$ cat src/rtl/fetch_prefetch_unit.sv
// ---------------------------------------------------------------------------
// fetch_prefetch_unit
//   Instruction-fetch front end. Owns the fetch PC, issues in-order requests
//   to a variable-latency instruction memory, buffers returned words in a
//   DEPTH-entry first-word-fall-through queue and hands {inst, pc+4} to the
//   decode stage through a valid/ready handshake. A redirect (taken branch)
//   flushes the queue and discards every response still in flight.
//
// Ports
//   clk, reset                      clock (rising edge), async active-high reset
//   imem_req_valid/ready/addr       fetch request channel (word-aligned address)
//   imem_resp_valid/data            in-order response, one per accepted request
//   redirect, redirect_pc           taken-branch pulse and its target
//   out_valid/ready                 handshake towards IF/ID
//   out_inst, out_pc_plus4          head instruction and its address + 4
// ---------------------------------------------------------------------------
module fetch_prefetch_unit #(
    parameter int          DEPTH    = 4,
    parameter logic [31:0] RESET_PC = 32'h0000_0000
) (
    input  logic        clk,
    input  logic        reset,
    output logic        imem_req_valid,
    input  logic        imem_req_ready,
    output logic [31:0] imem_req_addr,
    input  logic        imem_resp_valid,
    input  logic [31:0] imem_resp_data,
    input  logic        redirect,
    input  logic [31:0] redirect_pc,
    output logic        out_valid,
    input  logic        out_ready,
    output logic [31:0] out_inst,
    output logic [31:0] out_pc_plus4
);

    localparam int PTR_W = (DEPTH > 1) ? $clog2(DEPTH) : 1;
    localparam int CNT_W = $clog2(DEPTH) + 1;

    logic              started_reg;
    logic [31:0]       fetch_pc_reg;
    logic [CNT_W-1:0]  outstanding_reg, outstanding_next;
    logic [CNT_W-1:0]  drop_cnt_reg, drop_cnt_next;
    logic [CNT_W-1:0]  q_count_reg;
    logic [PTR_W-1:0]  q_head_reg, q_tail_reg;
    logic [PTR_W-1:0]  tag_head_reg, tag_tail_reg;
    logic [31:0]       last_inst_reg, last_pc4_reg;

    logic [31:0]       q_inst_mem [DEPTH];
    logic [31:0]       q_pc4_mem  [DEPTH];
    logic [31:0]       tag_mem    [DEPTH];

    logic              q_empty, q_full;
    logic [CNT_W:0]    credit_used;
    logic              credit_ok;
    logic              req_fire, resp_keep, pop;
    logic              resp_counted;
    logic              unused_redirect_lsbs;

    assign unused_redirect_lsbs = ^redirect_pc[1:0];

    assign q_empty     = (q_count_reg == '0);
    assign q_full      = (q_count_reg == CNT_W'(DEPTH));
    // Every accepted request owns a queue slot until it is consumed, so the
    // queue can never overflow when a kept response is pushed.
    assign credit_used = {1'b0, outstanding_reg} + {1'b0, q_count_reg};
    assign credit_ok   = (credit_used < (CNT_W + 1)'(DEPTH));

    // started_reg keeps the request line low until the first edge after reset.
    assign imem_req_valid = started_reg && credit_ok && (drop_cnt_reg == '0) && !redirect;
    assign imem_req_addr  = fetch_pc_reg;
    assign req_fire       = imem_req_valid && imem_req_ready;

    // Responses for pre-redirect requests are dropped until drop_cnt drains;
    // the word landing in the redirect cycle itself is dropped as well.
    assign resp_keep    = imem_resp_valid && (drop_cnt_reg == '0) && !redirect;
    assign resp_counted = imem_resp_valid && (outstanding_reg != '0);

    assign out_valid    = !q_empty && !redirect;
    assign pop          = out_valid && out_ready;
    assign out_inst     = q_empty ? last_inst_reg : q_inst_mem[q_head_reg];
    assign out_pc_plus4 = q_empty ? last_pc4_reg  : q_pc4_mem[q_head_reg];

    always_comb begin
        outstanding_next = outstanding_reg;
        if (req_fire) begin
            outstanding_next = outstanding_next + CNT_W'(1);
        end
        if (resp_counted) begin
            outstanding_next = outstanding_next - CNT_W'(1);
        end
    end

    always_comb begin
        drop_cnt_next = drop_cnt_reg;
        if (redirect) begin
            drop_cnt_next = outstanding_reg - CNT_W'(resp_counted);
        end else if (imem_resp_valid && (drop_cnt_reg != '0)) begin
            drop_cnt_next = drop_cnt_reg - CNT_W'(1);
        end
    end

    always_ff @(posedge clk or posedge reset) begin
        if (reset) begin
            started_reg     <= 1'b0;
            fetch_pc_reg    <= RESET_PC;
            outstanding_reg <= '0;
            drop_cnt_reg    <= '0;
            q_count_reg     <= '0;
            q_head_reg      <= '0;
            q_tail_reg      <= '0;
            tag_head_reg    <= '0;
            tag_tail_reg    <= '0;
            last_inst_reg   <= '0;
            last_pc4_reg    <= '0;
        end else begin
            started_reg     <= 1'b1;
            outstanding_reg <= outstanding_next;
            drop_cnt_reg    <= drop_cnt_next;
            if (redirect) begin
                fetch_pc_reg <= {redirect_pc[31:2], 2'b00};
                q_count_reg  <= '0;
                q_head_reg   <= '0;
                q_tail_reg   <= '0;
                tag_head_reg <= '0;
                tag_tail_reg <= '0;
            end else begin
                if (req_fire) begin
                    fetch_pc_reg <= fetch_pc_reg + 32'd4;
                    tag_tail_reg <= tag_tail_reg + PTR_W'(1);
                end
                if (resp_keep) begin
                    tag_head_reg <= tag_head_reg + PTR_W'(1);
                    q_tail_reg   <= q_tail_reg + PTR_W'(1);
                end
                if (pop) begin
                    q_head_reg    <= q_head_reg + PTR_W'(1);
                    last_inst_reg <= out_inst;
                    last_pc4_reg  <= out_pc_plus4;
                end
                q_count_reg <= q_count_reg + CNT_W'(resp_keep) - CNT_W'(pop);
            end
        end
    end

    // Storage needs no reset: nothing is read until the matching pointer
    // or count says the entry has been written.
    always_ff @(posedge clk) begin
        if (req_fire) begin
            tag_mem[tag_tail_reg] <= fetch_pc_reg;
        end
        if (resp_keep) begin
            q_inst_mem[q_tail_reg] <= imem_resp_data;
            q_pc4_mem[q_tail_reg]  <= tag_mem[tag_head_reg] + 32'd4;
        end
    end

    a_no_push_when_full: assert property (@(posedge clk) disable iff (reset)
        !(resp_keep && q_full));

endmodule

$ cat config.mk
export PLATFORM = sky130hd
export DESIGN_NAME = fetch_prefetch_unit
export DESIGN_NICKNAME = d
export VERILOG_FILES = /design/src/rtl/fetch_prefetch_unit.sv
export SDC_FILE = /design/constraint.sdc
export NUM_CORES = 1
export LEC_CHECK = 0
export CAP_MARGIN = 0
export CORE_ASPECT_RATIO = 2
export CORE_MARGIN = 8
export CORE_UTILIZATION = 60
export DETAILED_ROUTE_END_ITERATION = 10
export PLACE_DENSITY_LB_ADDON = 0.05
export SETUP_SLACK_MARGIN = 0.4
export SLEW_MARGIN = 5
export SYNTH_ARGS = -nofsm -noshare
export SYNTH_HDL_FRONTEND = slang
export SYNTH_SLANG_ARGS = --single-unit
$ cat constraint.sdc
create_clock -name clk -period 5.65 [get_ports clk]
set_input_delay 1.13 -clock clk [delete_from_list [all_inputs] [get_ports clk]]
set_output_delay 1.13 -clock clk [all_outputs]
set_load 0.1 [all_outputs]
==> results.md, run 1 <==
- The flow ran to the end, and the final reports show no timing, DRC or antenna violations.
- The share of cells above drive strength 1 is 0.184.
- Summing over every cut layer, the via total after detailed routing is about 11000.
- The cell type of the slowest stage on the worst timing path is sky130_fd_sc_hd__clkdlybuf4s50_1.
- From left edge to right edge, the die measures about 150 µm.
- Of the total synthesized cell area, the portion taken by XOR and XNOR cells is 0.0201.
- The signal on the critical path passes through buf_4 > mux4_2 > nand2_1 > nand2_1 > clkdlybuf4s50_1.
- The number of nets at the end of the flow is 1503.
- The origin of the worst min-delay path is last_pc4_reg[1]$_DFFE_PP0P_.
- The category of the critical setup timing path is flip-flop to output pin.
- The depth of the worst register-to-register path is 4.
- Power comes to about 12 mW.
- The gate family responsible for the most delay along the worst path is buffers and inverters.
- At the later pin of the worst-skew pair, clock insertion delay measures ~0.55 ns.
- At the placement stage, the worst setup path has a slack of roughly 1.6 ns.
- The reported max-cap violation count is 0.
- After clock tree synthesis, the clock-pin slew on the worst setup and hold paths is around 0.06 ns.
- The register with the most flip-flops is q_inst_mem.
- In this run the tightest slew margin relative to its limit is 0.153.
- The global-route wire length before repair is about 62000 µm.
- The area of the die is 0.0398 mm².
- During I/O placement, the number of pins put on the boundary was 168.
- The arrival time at the worst endpoint is 3.44 ns.
- The count of input and output buffers is 163.
- The final clock skew is 0.0152 ns.
- A synthesized cell averages 16.1 µm².
- In this run the vertical extent of the chip is 274 µm.
- The routed design has 39500 µm of wire.
- The clock tree from TritonCTS is done.
- The cell that appears most often on the critical path is sky130_fd_sc_hd__nand2_1.
- Counting flops and latches in the post-synthesis netlist gives 480.
- After detailed routing, the number of remaining DRC violations is 0.
- The count of buffering cells on the critical path with inverters included is 2.
- Detailed placement finished with a half-perimeter wire length of 26000 µm.
- The share of the synthesized area in compound gates (AO/OA/AOI/OAI) is 0.0212.
- The main combinational cell family by area after synthesis is multiplexers.
- The post-route fraction of the period consumed by the critical path is 0.810.
- The endpoint of the most critical register-to-register path is tag_mem[1][26]$_DFFE_PP_.
- The endpoint kind of the worst setup timing path is an output pin.
- Fill cells in the final layout number 2141.
- For flop-to-flop paths, the worst setup slack is ~2.6 ns.
- The count of routing violations after the opening detailed-route iteration is between 500 and 600.
- The initial antenna violation count is 0.
- The depth of the CTS H-tree is 2.
- For this run, the register share of the synthesized area comes to 0.692.
- In the routed layout, each cell is associated on average with a via count of slightly below 6.
- The tightest min-delay check is of the flip-flop to flip-flop type.
- The number of nets with antenna violations after routing is 0.
- Once the clock tree was built, the setup fixing pass inserted 0 buffers.
- After layout, the worst setup slack is between 1 and 1.5 ns.
- The cell depth of the worst min-delay path is 1.
- The leftover overflow at the end of global routing is 0.
- The path with the worst hold slack has its endpoint at last_pc4_reg[1]$_DFFE_PP0P_.
- For this run, the slowest stage of the critical path takes ~0.97 ns.
- The via count of the first global-routing pass is ~11000.
- The standby leakage power is roughly 8.4 nW.
- The number of antenna diodes in the final layout is 0.
- The register with the most flip-flops in the layout has 128 of them.
- The final hold violation count is 0.
- In this run the worst path has a maximum fanout of 28.
- The synthesized-area fraction occupied by adder cells is 0.0141.
- The post-cts gate resize count is 0.
- The count of TritonRoute iterations in the first routing pass is 5.
- The worst path needs about 4.6 ns of the cycle, external delays included.
- Routability-driven placement finished with a final weighted congestion of about 0.76.
- The pin count of the biggest net entering global routing is between 60 and 70.
- The startpoint class of the critical path is a flip-flop.
- Of the total synthesized cell area, the portion taken by AND, OR, NAND and NOR gates is 0.0885.
- After synthesis the cells add up to between 0.02 and 0.025 mm².
- The clock root buffer is sky130_fd_sc_hd__clkbuf_16.
- The yosys synthesis warning count is 0.
- The maximum clock path buffer count is 3.
- The slew at the pin with the worst max-slew slack is around 1.3 ns.
- For this configuration, the core starts out at a cell density of 0.608.
- Across every metal layer, demand over resource in global routing totals 0.199.
- For this design, the CTS-stage hold fixing added 0 buffers.
- Dividing the detail-routed wire length by the instance count gives between 20 and 25 µm.
- The number of sinks on the clock net is 480.
- In this run the critical register-to-register path is launched from outstanding_reg[2]$_DFF_PP0_.
- In the synthesized netlist, the number of instances is ~1200.
- The maximum clock rate is 0.219 GHz.
- In the final layout, the registers with the most flip-flops are q_inst_mem (128), q_pc4_mem (120), tag_mem (120).
- The critical path required time is around 4.5 ns.
- The layout overhead on the synthesized area is 17.0%.
- The portion of netlist area occupied by mux cells is 0.143.
- The total CTS buffers is 40.
- The worst-case IR drop observed on VDD is around 470 µV.
- The core area is roughly 0.033 mm².
- Setup repair after global routing left no endpoint under its margin.
- Dividing total power by cell area gives a power density of between 500 and 600 mW/mm².
- The number of rows created at floorplan is 94.
- The final sum of negative setup slack is 0 ns.
- Setup violations remaining at the end of the flow were counted as 0.
- The synthesized netlist contains between 50 and 60 unique library cells.
- The final-report max-slew violation count is 0.
[power by group]
part	switching [mW]	internal, mW	leakage (nW)
Clock	1.21	1.60	0.653
Sequential	0.249	4.13	4.76
Combinational	3.85	1.39	2.99
Total	5.31	7.13	8.40
[final cells by class]
cell class | count | area (µm²) | share of cell area
clock buffer | 56 | 1140 | 0.0487
multi-input combinational | 671 | 5780 | 0.246
timing repair buffer | 188 | 1810 | 0.0773
clock inverter | 17 | 194 | 0.00827
sequential | 480 | 13900 | 0.591
tap | 432 | 541 | 0.0231
inverter | 30 | 115 | 0.00491
[through the flow]
stage / utilization / area, µm² / hold slack (ns) / std cells
6_report: 0.712 / 23400 / 0.500 / 1874
5_1_grt: 0.712 / 23400 / 0.513 / 1874
4_1_cts: 0.712 / 23400 / 0.496 / 1874
3_5_place_dp: 0.671 / 22100 / 0.495 / 1801
3_3_place_gp: 0.671 / 22100 / 0.477 / 1801
2_1_floorplan: - / 20000 / 0.455 / 1242
[metal layers]
layer	vias up	part of all wire	global-route usage	wire length, µm
met5	-	0	0	0
met4	0	0.034	0.0843	1350
met3	85	0.037	0.0286	1440
met2	269	0.55	0.380	21800
met1	5472	0.38	0.217	14900
li1	5016	-	-	-
[logic make-up after synthesis]
logic type / Yosys count
AOI/OAI and AO/OA: 64
adders and majority gates: 22
and+or+nand+nor: 377
xor gates and xnor gates: 46
DFF: 480
buffers and inverters: 91
other: 2
muxes: 159
[worst max-delay path by stage]
stage | startpoint | to | slack [ns] | depth (start not counted)
finish | q_head_reg[0]$_DFFE_PP0P_ | out_inst[2] | 1.08 | 5
global route | q_head_reg[0]$_DFFE_PP0P_ | out_inst[15] | 0.84 | 5
CTS | q_head_reg[0]$_DFFE_PP0P_ | out_inst[2] | 0.95 | 5
detailed placement | q_head_reg[0]$_DFFE_PP0P_ | out_inst[2] | 1.55 | 5
global placement | q_head_reg[0]$_DFFE_PP0P_ | out_inst[15] | 1.54 | 5
floorplan | redirect | out_valid | 1.54 | 4
[cell usage in the layout (no fill, tap or decap), types with 14 or more instances in the layout]
cell type	count
sky130_fd_sc_hd__o21ai_0	21
sky130_fd_sc_hd__dfrtp_1	110
sky130_fd_sc_hd__buf_4	26
sky130_fd_sc_hd__edfxtp_1	368
sky130_fd_sc_hd__ha_1	21
sky130_fd_sc_hd__clkdlybuf4s50_1	161
sky130_fd_sc_hd__mux2_2	62
sky130_fd_sc_hd__clkbuf_16	41
sky130_fd_sc_hd__nand3_1	27
sky130_fd_sc_hd__xor2_1	24
sky130_fd_sc_hd__nor2_1	23
sky130_fd_sc_hd__mux4_2	82
sky130_fd_sc_hd__o311ai_0	14
sky130_fd_sc_hd__nand2_1	241
sky130_fd_sc_hd__xnor2_1	22
sky130_fd_sc_hd__inv_1	28
[cell usage after synthesis, drive strengths merged]
| library cell | instances | area share |
|---|---|---|
| mux2i | 5 | 0.0025 |
| inv | 29 | 0.0054 |
| fa | 1 | 0.0010 |
| nor2b | 3 | 0.00094 |
| nand3 | 27 | 0.0067 |
| or4 | 4 | 0.0015 |
| nor3 | 12 | 0.0030 |
| nor3b | 1 | 0.00037 |
| xnor2 | 22 | 0.0096 |
| a21boi | 1 | 0.00037 |
| a21oi | 7 | 0.0017 |
| mux2 | 62 | 0.035 |
| a211oi | 1 | 0.00037 |
| o211ai | 9 | 0.0034 |
| clkbuf | 27 | 0.0052 |
| o21ai | 21 | 0.0052 |
| nand4 | 16 | 0.0068 |
| or3 | 3 | 0.00094 |
| or3b | 1 | 0.00044 |
| nand3b | 1 | 0.00037 |
| o311ai | 14 | 0.0061 |
| a32oi | 1 | 0.00044 |
| nor2 | 24 | 0.0045 |
| xor2 | 24 | 0.010 |
| a211o | 1 | 0.00044 |
| a31oi | 5 | 0.0016 |
| and2 | 17 | 0.0054 |
| a2bb2oi | 1 | 0.00044 |
| edfxtp | 368 | 0.55 |
| and3 | 8 | 0.0026 |
| nor4b | 2 | 0.0015 |
| or2 | 2 | 0.00062 |
| o31ai | 1 | 0.00037 |
| dfrtp | 112 | 0.14 |
| nor4 | 9 | 0.0050 |
| nand2 | 242 | 0.045 |
| ha | 21 | 0.013 |
| and4 | 5 | 0.0023 |
| clkinv | 1 | 0.00019 |
| mux4 | 92 | 0.11 |
| buf | 34 | 0.010 |
| a22oi | 2 | 0.00075 |
| conb | 2 | 0.00037 |
(Power assumes the default switching activity.)
==> run 2: changes to the inputs <==
--- a/config.mk
+++ b/config.mk
@@ -8,7 +8,7 @@
 export CAP_MARGIN = 0
 export CORE_ASPECT_RATIO = 2
 export CORE_MARGIN = 8
-export CORE_UTILIZATION = 60
+export CORE_UTILIZATION = 52
 export DETAILED_ROUTE_END_ITERATION = 10
 export PLACE_DENSITY_LB_ADDON = 0.05
 export SETUP_SLACK_MARGIN = 0.4
==> constraint.sdc (replaced) <==
create_clock -name clk -period 4.1 [get_ports clk]
set_input_delay 0.82 -clock clk [delete_from_list [all_inputs] [get_ports clk]]
set_output_delay 0.82 -clock clk [all_outputs]
set_load 0.1 [all_outputs]
==> run 2 against run 1 <==
  * Total power increased by 38%
  * Via count stayed put
  * Clock skew rose by 0.0081 ns
  * Design area increased by 1.1%
  * Final cell count up 5.3%
  * Die area up 14%
  * Clock power is 42% higher
  * Combinational power is 36% higher
  * Global-route usage shrank 1.9 points
  * Non-clock buffer count grew 14
  * Sequential share of layout area fell by 0.64 points
==> results.md, run 2 (same netlist as run 1, synthesis figures left out) <==
- The routed wire length is 39900 µm (+0.85%).
- The last weighted congestion value of the routability-driven placer was 0.759 (-0.68%).
- CTS placed an instance of sky130_fd_sc_hd__clkbuf_16 at the clock tree root.
- The die height was 294 µm (+7.0%).
- Broken down by cell family, the worst path's largest delay share belongs to simple AND/OR/NAND/NOR gates.
- The post-route standard cell area excluding fillers was 0.0237 mm² (+1.1%).
- The number of buffers inserted for hold repair after clock tree synthesis is 0 (unchanged).
- The core area is 0.0380 mm² (+16%).
- The clock tree from TritonCTS is done.
- The highest cell delay on the worst timing path is 0.79 ns (-0.18 ns).
- Dividing the final minimum period by the clock period gives 0.839.
- The depth of the CTS H-tree is 2 (unchanged).
- More flip-flops sit in one register than any other, and that register is q_inst_mem.
- The cell depth of the worst min-delay path is 1 (unchanged).
- The worst path in the final design needs a cycle of roughly 3.4 ns, including I/O delays and setup.
- The reported max-cap violation count is 0 (unchanged).
- The leftover overflow at the end of global routing was 0 (unchanged).
- The floorplan die width is 155 µm (+6.6%).
- The initial antenna violation count is 0 (unchanged).
- The signal on the critical path passes through or3_2 > buf_4 > nand2_1 > nand2_1 > buf_4.
- The final hold violation count is 0 (unchanged).
- The library cell used most frequently in the layout, excluding fill and tap cells, is sky130_fd_sc_hd__edfxtp_1.
- The final design utilization is 0.623 (-0.0888).
- The arrival time at the worst endpoint was 2.62 ns (-0.82 ns).
- The number of top-level design ports is 168 (unchanged).
- The critical path depth is 5 (unchanged).
- The count of buffers added by post-CTS timing repair for setup is 0 (unchanged).
- The count of buffering cells on the critical path with inverters included is 2 (unchanged).
- The smallest hold slack is 0.499 ns (-0.00173 ns).
- The slowest stage of the critical path belongs to the cell sky130_fd_sc_hd__or3_2.
- The count of input and output buffers is 163 (unchanged).
- The global-route wire length before repair was 64100 µm (+2.9%).
- The worst slew margin relative to its limit came to 0.301 (+0.148).
- The remaining design rule violation count is 0 (unchanged).
- The final sum of negative setup slack is 0 ns (unchanged).
- The flip-flop count of the largest register after layout is 128 (unchanged).
- The count of routing violations after the opening detailed-route iteration is 520 (-12%).
- In this run the worst hold path is classified as flip-flop to flip-flop.
- The depth of the worst register-to-register path is 6 (+2).
- The number of nets at the end of the flow came to 1519 (+1.1%).
- The number of rows created at floorplan is 101 (+7.4%).
- The flow ran to the end, and the final reports show no timing, DRC or antenna violations.
- The number of sinks on the clock net is 480 (unchanged).
- The register clock-pin slew on the reported worst setup and hold paths is 0.07 ns (about the same).
- The final clock skew is 0.0234 ns (+0.00815 ns).
- The via count of the first global-routing pass is 11700 (+1.8%).
- The maximum clock path buffer count is 3 (unchanged).
- The total half-perimeter wirelength after legalization and detailed placement was 27300 µm (+4.9%).
- The count of TritonRoute iterations in the first routing pass came to 5 (unchanged).
- The source-to-sink clock delay at the later pin of the worst-skew pair is 0.55 ns (about the same).
- The standby leakage power came to 8.64 nW (+2.8%).
- The worst vdd rail ir drop is 461 µV (-2.3%).
- The global routing usage summed across all routing layers is 0.180 (-0.0190).
- The total power divided by cell area is 723 mW/mm² (+36%).
- The pin count of the biggest net entering global routing is 66 (-2.9%).
- The via count of the routed design is 10800 (unchanged).
- The maximum fanout encountered on the critical timing path came to 26 (-7.1%).
- The starting density of the core was 0.527 (-0.0816).
- The total CTS buffers is 42 (+5.0%).
- The number of vias per cell after detailed routing is 5.50 (-5.0%).
- The number of antenna diodes is 0 (unchanged).
- The area of the die is 0.0454 mm² (+14%).
- The worst slack after detailed placement is 0.722 ns (-0.830 ns).
- The share of cells above drive strength 1 came to 0.232 (+0.0481).
- The post-cts gate resize count came to 0 (unchanged).
- From synthesis to final layout, the design area changed by 18.3%.
- The final-report max-slew violation count was 0 (unchanged).
- The post-placement cell area is 0.0223 mm² (+0.93%).
- The average wire length per cell after detail routing is 20.2 µm (-4.2%).
- Leaving out fill and tap cells, the most frequent cells in the layout are 368 x sky130_fd_sc_hd__edfxtp_1, 241 x sky130_fd_sc_hd__nand2_1, 110 x sky130_fd_sc_hd__dfrtp_1.
- The setup violation total in the final timing report was 0 (unchanged).
- The critical path required time came to 3.28 ns (-1.24 ns).
- Setup repair after global routing left no endpoint under its margin.
- The final setup slack of the worst path was 0.659 ns (-0.417 ns).
- The maximum clock rate is just under 0.3 GHz.
- The number of nets with antenna violations after routing came to 0 (unchanged).
- STA classifies the critical path endpoint as an output pin.
- The slew at the pin with the worst max-slew slack is 1.04 ns (-0.221 ns).
- STA classifies the critical path startpoint as a flip-flop.
- The largest registers in the layout are q_inst_mem (128), q_pc4_mem (120), tag_mem (120).
- By startpoint and endpoint, the worst setup path is classified as flip-flop to output pin.
## run 2: cell count changes in the layout (fill, tap and decap cells not counted), sizes merged
cell	change
bufinv	+2
clkbuf	+2
clkdlybuf4s50	-65
clkinvlp	-1
clkinv	+1
inv	-2
buf	+79
## run 2: metrics by stage
step,power [mW],std cells
6_report,17.1,1973
5_1_grt,17.9,1973
4_1_cts,17.3,1973
3_5_place_dp,13.3,1898
3_3_place_gp,13.3,1898
2_1_floorplan,11.7,1242
## run 2: path summary, 6_finish.rpt
check	start	end	slack [ns]
min	last_pc4_reg[0]$_DFFE_PP0P_	last_pc4_reg[0]$_DFFE_PP0P_	0.50
max	q_count_reg[1]$_DFF_PP0_	out_pc_plus4[30]	0.66
max reg2reg	imem_req_addr[2]$_DFFE_PP0P_	imem_req_addr[28]$_DFFE_PP0P_	1.08
max in group asynchronous	reset	imem_req_addr[20]$_DFFE_PP0P_	2.54
min reg2reg	last_pc4_reg[0]$_DFFE_PP0P_	last_pc4_reg[0]$_DFFE_PP0P_	0.50
min in group asynchronous	reset	last_pc4_reg[29]$_DFFE_PP0P_	0.83
## run 2: final cells by class
| type | count | area (µm²) |
|---|---|---|
| fillers | 2821 | 14300 |
| flip-flops and latches | 480 | 13900 |
| multi-input cells | 671 | 5770 |
| repair buffers | 202 | 1920 |
| clock buffers | 58 | 1150 |
| well taps | 515 | 644 |
| clock inverters | 17 | 235 |
| inverters | 30 | 116 |
## run 2: routing by layer
metal	global-route usage	share of wire
met1	0.198	0.38
met2	0.340	0.55
met3	0.0281	0.041
met4	0.0718	0.034
met5	0	0
## run 2: where the power goes
group	internal, mW	switching (mW)
Sequential	5.69	0.323
Combinational	1.80	5.32
Clock	2.35	1.65
==> run 3: changes to the inputs <==
--- a/config.mk
+++ b/config.mk
@@ -8,7 +8,7 @@
 export CAP_MARGIN = 0
 export CORE_ASPECT_RATIO = 2
 export CORE_MARGIN = 8
-export CORE_UTILIZATION = 52
+export CORE_UTILIZATION = 58
 export DETAILED_ROUTE_END_ITERATION = 10
 export PLACE_DENSITY_LB_ADDON = 0.05
 export SETUP_SLACK_MARGIN = 0.4
==> constraint.sdc (replaced) <==
create_clock -name clk -period 3.4 [get_ports clk]
set_input_delay 0.68 -clock clk [delete_from_list [all_inputs] [get_ports clk]]
set_output_delay 0.68 -clock clk [all_outputs]
set_load 0.1 [all_outputs]
==> run 3 against run 2 <==
  * Core utilization rose by 9.2 points
  * Critical path type unchanged
  * Clock skew fell by 0.010 ns
  * Largest cell class unchanged
  * Global-route usage is 2.0 points higher
  * Non-clock buffer count is 2 higher
  * Sequential share of layout area is 1.8 points lower
  * Critical endpoint is now out_pc_plus4[10]
  * First-iteration DRC count is 6.0% lower
  * Total power rose by 32%
  * Critical path depth unchanged
  * Wire length is 3.1% higher
==> results.md, run 3 (same netlist as run 1, synthesis figures left out) <==
- The flow ran to the end, and the final reports show no timing, DRC or antenna violations.
- Dividing the final minimum period by the clock period gives 0.869.
- STA classifies the critical path endpoint as an output pin.
- The worst slew margin relative to its limit is 0.381 (+0.0797).
- TritonCTS built the clock tree.
- The slew at the pin with the worst max-slew slack is 0.928 ns (-0.116 ns).
- The standby leakage power is 8.95 nW (+3.6%).
- The count of TritonRoute iterations in the first routing pass was 5 (unchanged).
- The starting density of the core is 0.585 (+0.0585).
- The leftover overflow at the end of global routing came to 0 (unchanged).
- The worst slack after detailed placement came to 0.357 ns (-0.365 ns).
- The worst vdd rail ir drop is 899 µV (+95%).
- In this run the worst setup path begins at q_head_reg[0]$_DFFE_PP0P_.
- The setup slack of the most critical reg-to-reg path is 0.63 ns (-0.45 ns).
- Leaving out fill and tap cells, the most frequent cell in the layout is sky130_fd_sc_hd__edfxtp_1.
- The final sum of negative setup slack is 0 ns (unchanged).
- The arrival time at the worst endpoint was 2.28 ns (-0.34 ns).
- The global routing usage summed across all routing layers came to 0.201 (+0.0202).
- The depth of the CTS H-tree was 2 (unchanged).
- The reg-to-reg critical path startpoint is q_count_reg[1]$_DFF_PP0_.
- The count of fill cells added during filler insertion is 2210 (-22%).
- The number of nets at the end of the flow came to 1521 (+0.13%).
- The maximum clock path buffer count was 3 (unchanged).
- The floorplan die width was 147 µm (-4.8%).
- The die height is 279 µm (-5.0%).
- The termination of the worst setup path is out_pc_plus4[10].
- The smallest hold slack is 0.472 ns (-0.0270 ns).
- The signal on the critical path passes through buf_12 > mux4_2 > nand2_1 > nand2_1 > buf_12.
- The maximum fanout encountered on the critical timing path is 17 (-35%).
- The final setup slack of the worst path is 0.444 ns (-0.215 ns).
- The setup violation total in the final timing report is 0 (unchanged).
- The area of the die came to 0.0411 mm² (-9.5%).
- In the layout the commonest cells are 368 x sky130_fd_sc_hd__edfxtp_1, 241 x sky130_fd_sc_hd__nand2_1, 110 x sky130_fd_sc_hd__dfrtp_1.
- The total CTS buffers is 42 (unchanged).
- The pin count of the biggest net entering global routing is 66 (unchanged).
- The last weighted congestion value of the routability-driven placer was 0.792 (+4.3%).
- The register clock-pin slew on the reported worst setup and hold paths is 0.07 ns (about the same).
- The depth of the worst register-to-register path is 6 (unchanged).
- The number of top-level design ports is 168 (unchanged).
- The critical path is of the flip-flop to output pin type.
- More flip-flops sit in one register than any other, and that register is q_inst_mem.
- The number of sinks on the clock net came to 480 (unchanged).
- The post-route standard cell area excluding fillers is 0.0245 mm² (+3.2%).
- The share of cells above drive strength 1 is 0.260 (+0.0279).
- The worst hold path belongs to the class primary input to async pin.
- The core area is 0.0342 mm² (-10%).
- The final hold violation count was 0 (unchanged).
- In the final layout, the registers with the most flip-flops are q_inst_mem (128), q_pc4_mem (120), tag_mem (120).
- The clock root buffer is sky130_fd_sc_hd__clkbuf_16.
- The clock period could shrink to between 2 and 3 ns.
- The final design utilization came to 0.715 (+0.0916).
- The source-to-sink clock delay at the later pin of the worst-skew pair is 0.55 ns (about the same).
- STA classifies the critical path startpoint as a flip-flop.
- The critical path required time was 2.72 ns (-0.56 ns).
- The final-report max-slew violation count is 0 (unchanged).
- The number of non-filler instances in the completed layout is 1905 (-3.4%).
- The count of input and output buffers is 163 (unchanged).
- The flip-flop count of the largest register after layout came to 128 (unchanged).
- The total half-perimeter wirelength after legalization and detailed placement is 26200 µm (-4.0%).
- The count of routing violations after the opening detailed-route iteration was 489 (-6.0%).
- Setup repair after global routing could not meet its margin everywhere.
- The highest cell delay on the worst timing path was 0.54 ns (-0.25 ns).
- The via count of the routed design is 10900 (+0.75%).
- The multi-input combinational cell area is 0.00579 mm² (+0.35%).
- The overall power of the completed layout is 22.7 mW (+32%).
- The final clock skew is 0.0130 ns (-0.0104 ns).
- Timing would allow up to approximately 0.34 GHz.
- The routed wire length is 41100 µm (+3.1%).
- The via count of the first global-routing pass is 11800 (+1.2%).
- The layout overhead on the synthesized area is 22.1%.
- The average wire length per cell after detail routing is 21.6 µm (+6.8%).
- The post-placement cell area is 0.0229 mm² (+2.5%).
- The area occupied by registers is 0.0139 mm² (unchanged).
- The number of nets with antenna violations after routing is 0 (unchanged).
- The total power divided by cell area is 928 mW/mm² (+28%).
- The number of buffers inserted for hold repair after clock tree synthesis is 0 (unchanged).
- The reported max-cap violation count is 0 (unchanged).
- The global-route wire length before repair is 64400 µm (+0.46%).
- The slowest stage of the critical path belongs to the cell sky130_fd_sc_hd__dfrtp_4.
- The remaining design rule violation count is 0 (unchanged).
- The cell count after placement is 1820 (-4.1%).
- The worst register-to-register path ends at tag_mem[0][29]$_DFFE_PP_.
- The initial antenna violation count is 1 (+1).
- The number of vias per cell after detailed routing came to 5.73 (+4.3%).
- The number of rows created at floorplan was 96 (-5.0%).
==> run 3: cell types whose count changed in the layout (fill, tap and decap cells not counted), sizes merged <==
cell / previous run / this run
clkbuf: 58 / 64
buf: 106 / 136
inv: 29 / 28
clkinvlp: 1 / 2
clkdlybuf4s50: 96 / 66
clkinv: 11 / 10
diode: 0 / 1
==> run 3: area by class of cell <==
| type | instances | area share |
|---|---|---|
| diodes | 1 | 0.000102 |
| clock buffers | 62 | 0.0516 |
| clock inverters | 16 | 0.00931 |
| inverters | 30 | 0.00476 |
| multi-input cells | 671 | 0.237 |
| flip-flops and latches | 480 | 0.567 |
| well taps | 441 | 0.0226 |
| repair buffers | 204 | 0.108 |
==> run 3: worst min path at each step <==
stage                                        end  slack (ns)  depth (start not counted)
global placement     last_pc4_reg[0]$_DFFE_PP0P_        0.48                          1
floorplan            last_pc4_reg[0]$_DFFE_PP0P_        0.46                          1
global route        last_pc4_reg[29]$_DFFE_PP0P_        0.47                          2
CTS                 last_pc4_reg[29]$_DFFE_PP0P_        0.45                          2
detailed placement   last_pc4_reg[1]$_DFFE_PP0P_        0.49                          1
finish              last_pc4_reg[29]$_DFFE_PP0P_        0.47                          2
==> run 3: critical path, delay by kind of cell (launching register included) <==
| family | cells | cell delay, ns |
|---|---|---|
| multiplexers | 1 | 0.52 |
| buffers and inverters | 2 | 0.43 |
| AND/OR/NAND/NOR | 2 | 0.22 |
| flip-flops | 1 | 0.54 |
==> run 3: layer usage <==
layer	track usage	part of all wire	vias up	wire (µm)
li1	-	-	5048	-
met1	0.213	0.36	5516	14800
met2	0.385	0.57	266	23300
met3	0.0287	0.039	93	1590
met4	0.0831	0.035	0	1450
met5	0	0	-	0
==> run 3: repair_timing <==
| item | 4_1_cts | 5_1_grt |
|---|---|---|
| resized for setup | 4 | 6 |
| endpoints found under the setup margin | 50 | 43 |
| gates cloned | 0 | 2 |
| buffers inserted | 3 | 1 |
==> run 3: where the power goes <==
group | internal (mW) | total [mW] | switching [mW]
Sequential | 6.87 | 7.23 | 0.360
Clock | 3.03 | 5.06 | 2.03
Combinational | 3.51 | 10.4 | 6.89
